===== src/rtl/hazard_ctrl.sv =====
// rtl/hazard_ctrl.sv - load-use, mul/div and branch hazard controller for the 5-stage RV32 core
module hazard_ctrl #(
    parameter int MD_TIMEOUT = 64,
    parameter int CNT_W      = 16
) (
    input  logic             clk,
    input  logic             rst,
    input  logic             MemRead_ex,
    input  logic [4:0]       rdAddr_ex,
    input  logic [4:0]       rs1Addr_id,
    input  logic [4:0]       rs2Addr_id,
    input  logic             rs1Used_id,
    input  logic             rs2Used_id,
    input  logic             MulDiv_ex,
    input  logic             MulDiv_done,
    input  logic             BranchTaken_ex,
    output logic             PCWrite,
    output logic             IFIDWrite,
    output logic             IFIDFlush,
    output logic             IDEXWrite,
    output logic             IDEXBubble,
    output logic             EXMEMBubble,
    output logic             MulDiv_start,
    output logic             mdTimeout,
    output logic [CNT_W-1:0] stallCount,
    output logic [1:0]       state
);

    localparam int WAIT_W = (MD_TIMEOUT > 2) ? $clog2(MD_TIMEOUT) : 1;
    localparam logic [WAIT_W-1:0] WAIT_LAST = WAIT_W'(MD_TIMEOUT - 1);

    typedef enum logic [1:0] {
        RUN    = 2'd0,
        MDWAIT = 2'd1
    } state_e;

    state_e             state_q, state_d;
    logic [WAIT_W-1:0]  wait_q, wait_d;
    logic               md_timeout_q, md_timeout_d;
    logic [CNT_W-1:0]   stall_cnt_q, stall_cnt_d;
    logic               load_use;

    always_comb begin
        load_use = MemRead_ex && (rdAddr_ex != 5'd0) &&
                   ((rs1Used_id && (rs1Addr_id == rdAddr_ex)) ||
                    (rs2Used_id && (rs2Addr_id == rdAddr_ex)));
    end

    // During reset the controls follow the RUN decode so the pipeline sees sane enables.
    always_comb begin
        PCWrite      = 1'b1;
        IFIDWrite    = 1'b1;
        IDEXWrite    = 1'b1;
        IFIDFlush    = 1'b0;
        IDEXBubble   = 1'b0;
        EXMEMBubble  = 1'b0;
        MulDiv_start = 1'b0;
        state_d      = state_q;
        wait_d       = wait_q;
        md_timeout_d = md_timeout_q;

        if (rst || (state_q == RUN)) begin
            if (BranchTaken_ex) begin
                IFIDFlush  = 1'b1;
                IDEXBubble = 1'b1;
            end else if (MulDiv_ex) begin
                MulDiv_start = 1'b1;
                PCWrite      = 1'b0;
                IFIDWrite    = 1'b0;
                IDEXWrite    = 1'b0;
                EXMEMBubble  = 1'b1;
                state_d      = MDWAIT;
                wait_d       = '0;
            end else if (load_use) begin
                PCWrite    = 1'b0;
                IFIDWrite  = 1'b0;
                IDEXBubble = 1'b1;
            end
        end else if (state_q == MDWAIT) begin
            if (MulDiv_done) begin
                state_d = RUN;
            end else if (wait_q == WAIT_LAST) begin
                md_timeout_d = 1'b1;
                state_d      = RUN;
            end else begin
                PCWrite     = 1'b0;
                IFIDWrite   = 1'b0;
                IDEXWrite   = 1'b0;
                EXMEMBubble = 1'b1;
                wait_d      = wait_q + 1'b1;
            end
        end else begin
            state_d = RUN;
        end
    end

    always_comb begin
        stall_cnt_d = stall_cnt_q;
        if (!PCWrite && (stall_cnt_q != {CNT_W{1'b1}})) begin
            stall_cnt_d = stall_cnt_q + 1'b1;
        end
    end

    always_ff @(posedge clk) begin
        if (rst) begin
            state_q      <= RUN;
            wait_q       <= '0;
            md_timeout_q <= 1'b0;
            stall_cnt_q  <= '0;
        end else begin
            state_q      <= state_d;
            wait_q       <= wait_d;
            md_timeout_q <= md_timeout_d;
            stall_cnt_q  <= stall_cnt_d;
        end
    end

    assign mdTimeout  = md_timeout_q;
    assign stallCount = stall_cnt_q;
    assign state      = state_q;

endmodule


===== config.mk =====
export PLATFORM = sky130hd
export DESIGN_NAME = hazard_ctrl
export DESIGN_NICKNAME = d
export VERILOG_FILES = /design/src/rtl/hazard_ctrl.sv
export SDC_FILE = /design/constraint.sdc
export NUM_CORES = 1
export LEC_CHECK = 0
export BUFFER_PORTS_ARGS = -buffer_cell sky130_fd_sc_hd__buf_4
export CORE_MARGIN = 5
export CORE_UTILIZATION = 39
export CTS_BUF_LIST = sky130_fd_sc_hd__clkbuf_4 sky130_fd_sc_hd__clkbuf_8
export DETAILED_ROUTE_END_ITERATION = 12
export GPL_ROUTABILITY_DRIVEN = 0
export PLACE_DENSITY = 0.64
export SLEW_MARGIN = 5
export SYNTH_ARGS = -nofsm -noshare
export SYNTH_HDL_FRONTEND = slang
export SYNTH_SLANG_ARGS = --single-unit
export TNS_END_PERCENT = 5

===== constraint.sdc =====
create_clock -name clk -period 7.1 [get_ports clk]
set_input_delay 1.42 -clock clk [delete_from_list [all_inputs] [get_ports clk]]
set_output_delay 1.42 -clock clk [all_outputs]
set_load 0.005 [all_outputs]

==> flow_summary.yaml <==
finish:
  num_antenna_cells: 0
  nFillCells: 334
  final_cell_mix: "buf_4 (47), dfxtp_1 (24), nor2_1 (15)"
  area_growth_pct: 28.9
  final_common_cell: "buf_4"
  final_nets: 235
  post-route-util_pct: 52.7
  drive_gt1_share_pct: 29.2
setup_path:
  r2r_setup_slack_ns: 4.75
  cp.required_ns: 5.68
  crit_type: "in -> out"
  r2r-end: "stallCount[5]"
  critical_path.top_delay_family: "simple AND/OR/NAND/NOR gates"
  crit_fanout: 27
  path_cells: "buf_4 -> or4_1 -> o21ai_1 -> or3_1 -> o21ai_2 -> inv_2 -> buf_4"
  timing.rr.start: "stallCount[0]"
  cp_num_buf_inv: 3
  cpPeakStageDelay_ns: 0.51
  slowest_stage: "or4_1"
  startpoint_type: "primary input"
  r2r_cells: 6
  endpoint_kind: "output pin"
  crit_arrival_ns: 2.93
  worst_path_most_repeated_cell: "buf_4"
timing:
  worst_slack_ns: 2.75
  period_minus_slack_ns: 4.35
  fmax_ghz: 0.230
  fin_setup_tns_ns: 0
  finalCritPeriodShare_pct: 61.3
  setup_violations: 0
  final-hold-violation-count: 0
  tightest_slew_ns: 0.686
  rsz0062_at_grt: "no"
  fin_skew_ns: 0.00786
  whs_ns: 0.503
  final-max-slew-violation-count: 0
  maxSlewHeadroom_pct: 54.3
clocking:
  cts_hold_buf: 0
  clk_latency_ns: 0.32
  cts_buffer_depth: 2
  ctsHtreeMaxLevel: 1
  cts_resized: 0
  clock-sinks: 24
  tritoncts: "done"
  cts_root_buf: "clkbuf_4"
  path_clk_slew_ns: 0.13
  numCtsBuffers: 3
  cts_setup_buffers: 0
die:
  die_w_microns: 69.6
  coreArea_sq_um: 3390
  io_pins: 49
  rows: 21
  die_h_microns: 69.6
  die_area_sq_um: 4840
  start_util_pct: 40.9
route:
  viasPerCell: 5.42
  drt_iter0_drc: 81
  drt-total-wl_microns: 3490
  postRouteAntennaNets: 0
  drc: 0
  num_vias: 1383
  dr.pass1.iters: 4
  wl_per_cell_microns: 13.7
pwr:
  p_total_uw: 251
  peakVddDrop_mv: 0.0700
  p_leak_uw: 0.000705
  power_density_nw_per_um2: 141
yosys:
  syn_area_sq_um: 1390
  syn-instance-count: 166
  ys_warn_count: 0
  synth_area_per_cell_sq_um: 8.34
  syn_nets: 191
  synth-seq-cells: 24
  seq_area_frac_synth_pct: 34.7
  ys_types: 43
outcome:
  outcome: "finished, final reports clean"
placement:
  dp_hpwl_microns: 2650
  io_buffers: 47
  pre_cts_ws_ns: 2.74
global_route:
  grt-ovfl-total: 0
  grt_pass1_vias: 1272
  grt_use_total_pct: 14.5
  grt_max_degree: 28
  antenna_found_initial: 0
  grt_pass1_wl_microns: 5860
min_path:
  min_delay_path_depth: 2
  worst_hold_path_type: "reg -> reg"
  worstHoldStart: "mdTimeout"
  hold_path_end: "mdTimeout"
flow_run:
  drv_cap: 0
[report_power, final]
part	switching [uW]	internal (uW)
clock	43.8	31.4
combinational	18.5	19.6
sequential	1.65	136
[through the flow]
stage / cell area, sq um / instances
2_1_floorplan: 1390 / 166
3_3_place_gp: 1750 / 251
3_5_place_dp: 1750 / 251
4_1_cts: 1790 / 255
5_1_grt: 1790 / 255
6_report: 1790 / 255
[cells in the mapped netlist, drive strengths merged]
cell type   n  area (sq um)
xnor2       2          17.5
ha          2          25.0
nand3      10          50.1
o31a        1          8.76
nand3b      2          15.0
o31ai       9          67.6
a22oi       1          7.51
nor2       15          56.3
dfxtp      24           480
nor4        3          25.0
and2        2          12.5
a31oi       1          6.26
nor3b       3          22.5
nor4b       1          8.76
xor2       12           105
or3         2          12.5
nand2      10          37.5
or4        10          75.1
a21oi      11          55.1
or2         1          6.26
clkbuf      4          15.0
mux2        5          56.3
nor2b       5          31.3
nand2b      1          6.26
o21bai      1          7.51
and3        2          12.5
and3b       1          8.76
nor3        4          20.0
inv         4          15.0
conb        1          3.75
o21ba       1          10.0
and4        1          8.76
o21ai       4          23.8
a32oi       1          8.76
nand4       5          31.3
buf         4          31.3
[logic make-up after synthesis]
family | after synthesis | share of synthesized area, %
AO/OA/AOI/OAI | 30 | 14.1
XOR/XNOR | 14 | 8.85
adder cells (fa/ha/maj) | 2 | 1.81
buffers and inverters | 12 | 4.43
flip-flops | 24 | 34.7
multiplexers | 5 | 4.06
other | 1 | 0.271
AND/OR/NAND/NOR | 78 | 31.8
[per-layer routing]
| layer | share of wire, % | wire (microns) | global-route usage (%) | up-vias |
|---|---|---|---|---|
| met2 | 47 | 1650 | 23.0 | 38 |
| li1 | - | - | - | 697 |
| met5 | 0 | 0 | 0 | - |
| met3 | 6.2 | 216 | 3.62 | 6 |
| met4 | 1.5 | 52 | 5.86 | 0 |
| met1 | 45 | 1580 | 18.7 | 642 |
[flip-flops by register name, indices dropped and copies added, names as in the netlist]
signal      cells
stallCount     16
wait_q          6
mdTimeout       1
state           1
[tightest hold or removal path, cell delays in order (launching register included)]
cell	delay (ns)
dfxtp_1	0.36
a31oi_1	0.04
nor2_1	0.08
[cell type report]
class | count | area (sq um) | share of cell area [%]
clock buffers | 4 | 36.3 | 2.03
inverters | 4 | 15.0 | 0.841
repair buffers | 47 | 353 | 19.8
well taps | 46 | 57.6 | 3.22
flip-flops and latches | 24 | 480 | 26.9
multi-input cells | 130 | 843 | 47.2
[worst max-delay path by stage]
| stage | depth (start not counted) | to | startpoint | slack, ns |
|---|---|---|---|---|
| detailed placement | 7 | IFIDWrite | rdAddr_ex[1] | 2.74 |
| floorplan | 8 | PCWrite | rdAddr_ex[1] | 2.88 |
| CTS | 7 | IFIDWrite | rdAddr_ex[1] | 2.74 |
| finish | 7 | PCWrite | rdAddr_ex[1] | 2.75 |
| global route | 7 | IFIDWrite | rdAddr_ex[1] | 2.62 |
| global placement | 7 | IFIDWrite | rdAddr_ex[1] | 2.78 |
(Power assumes the default switching activity.)
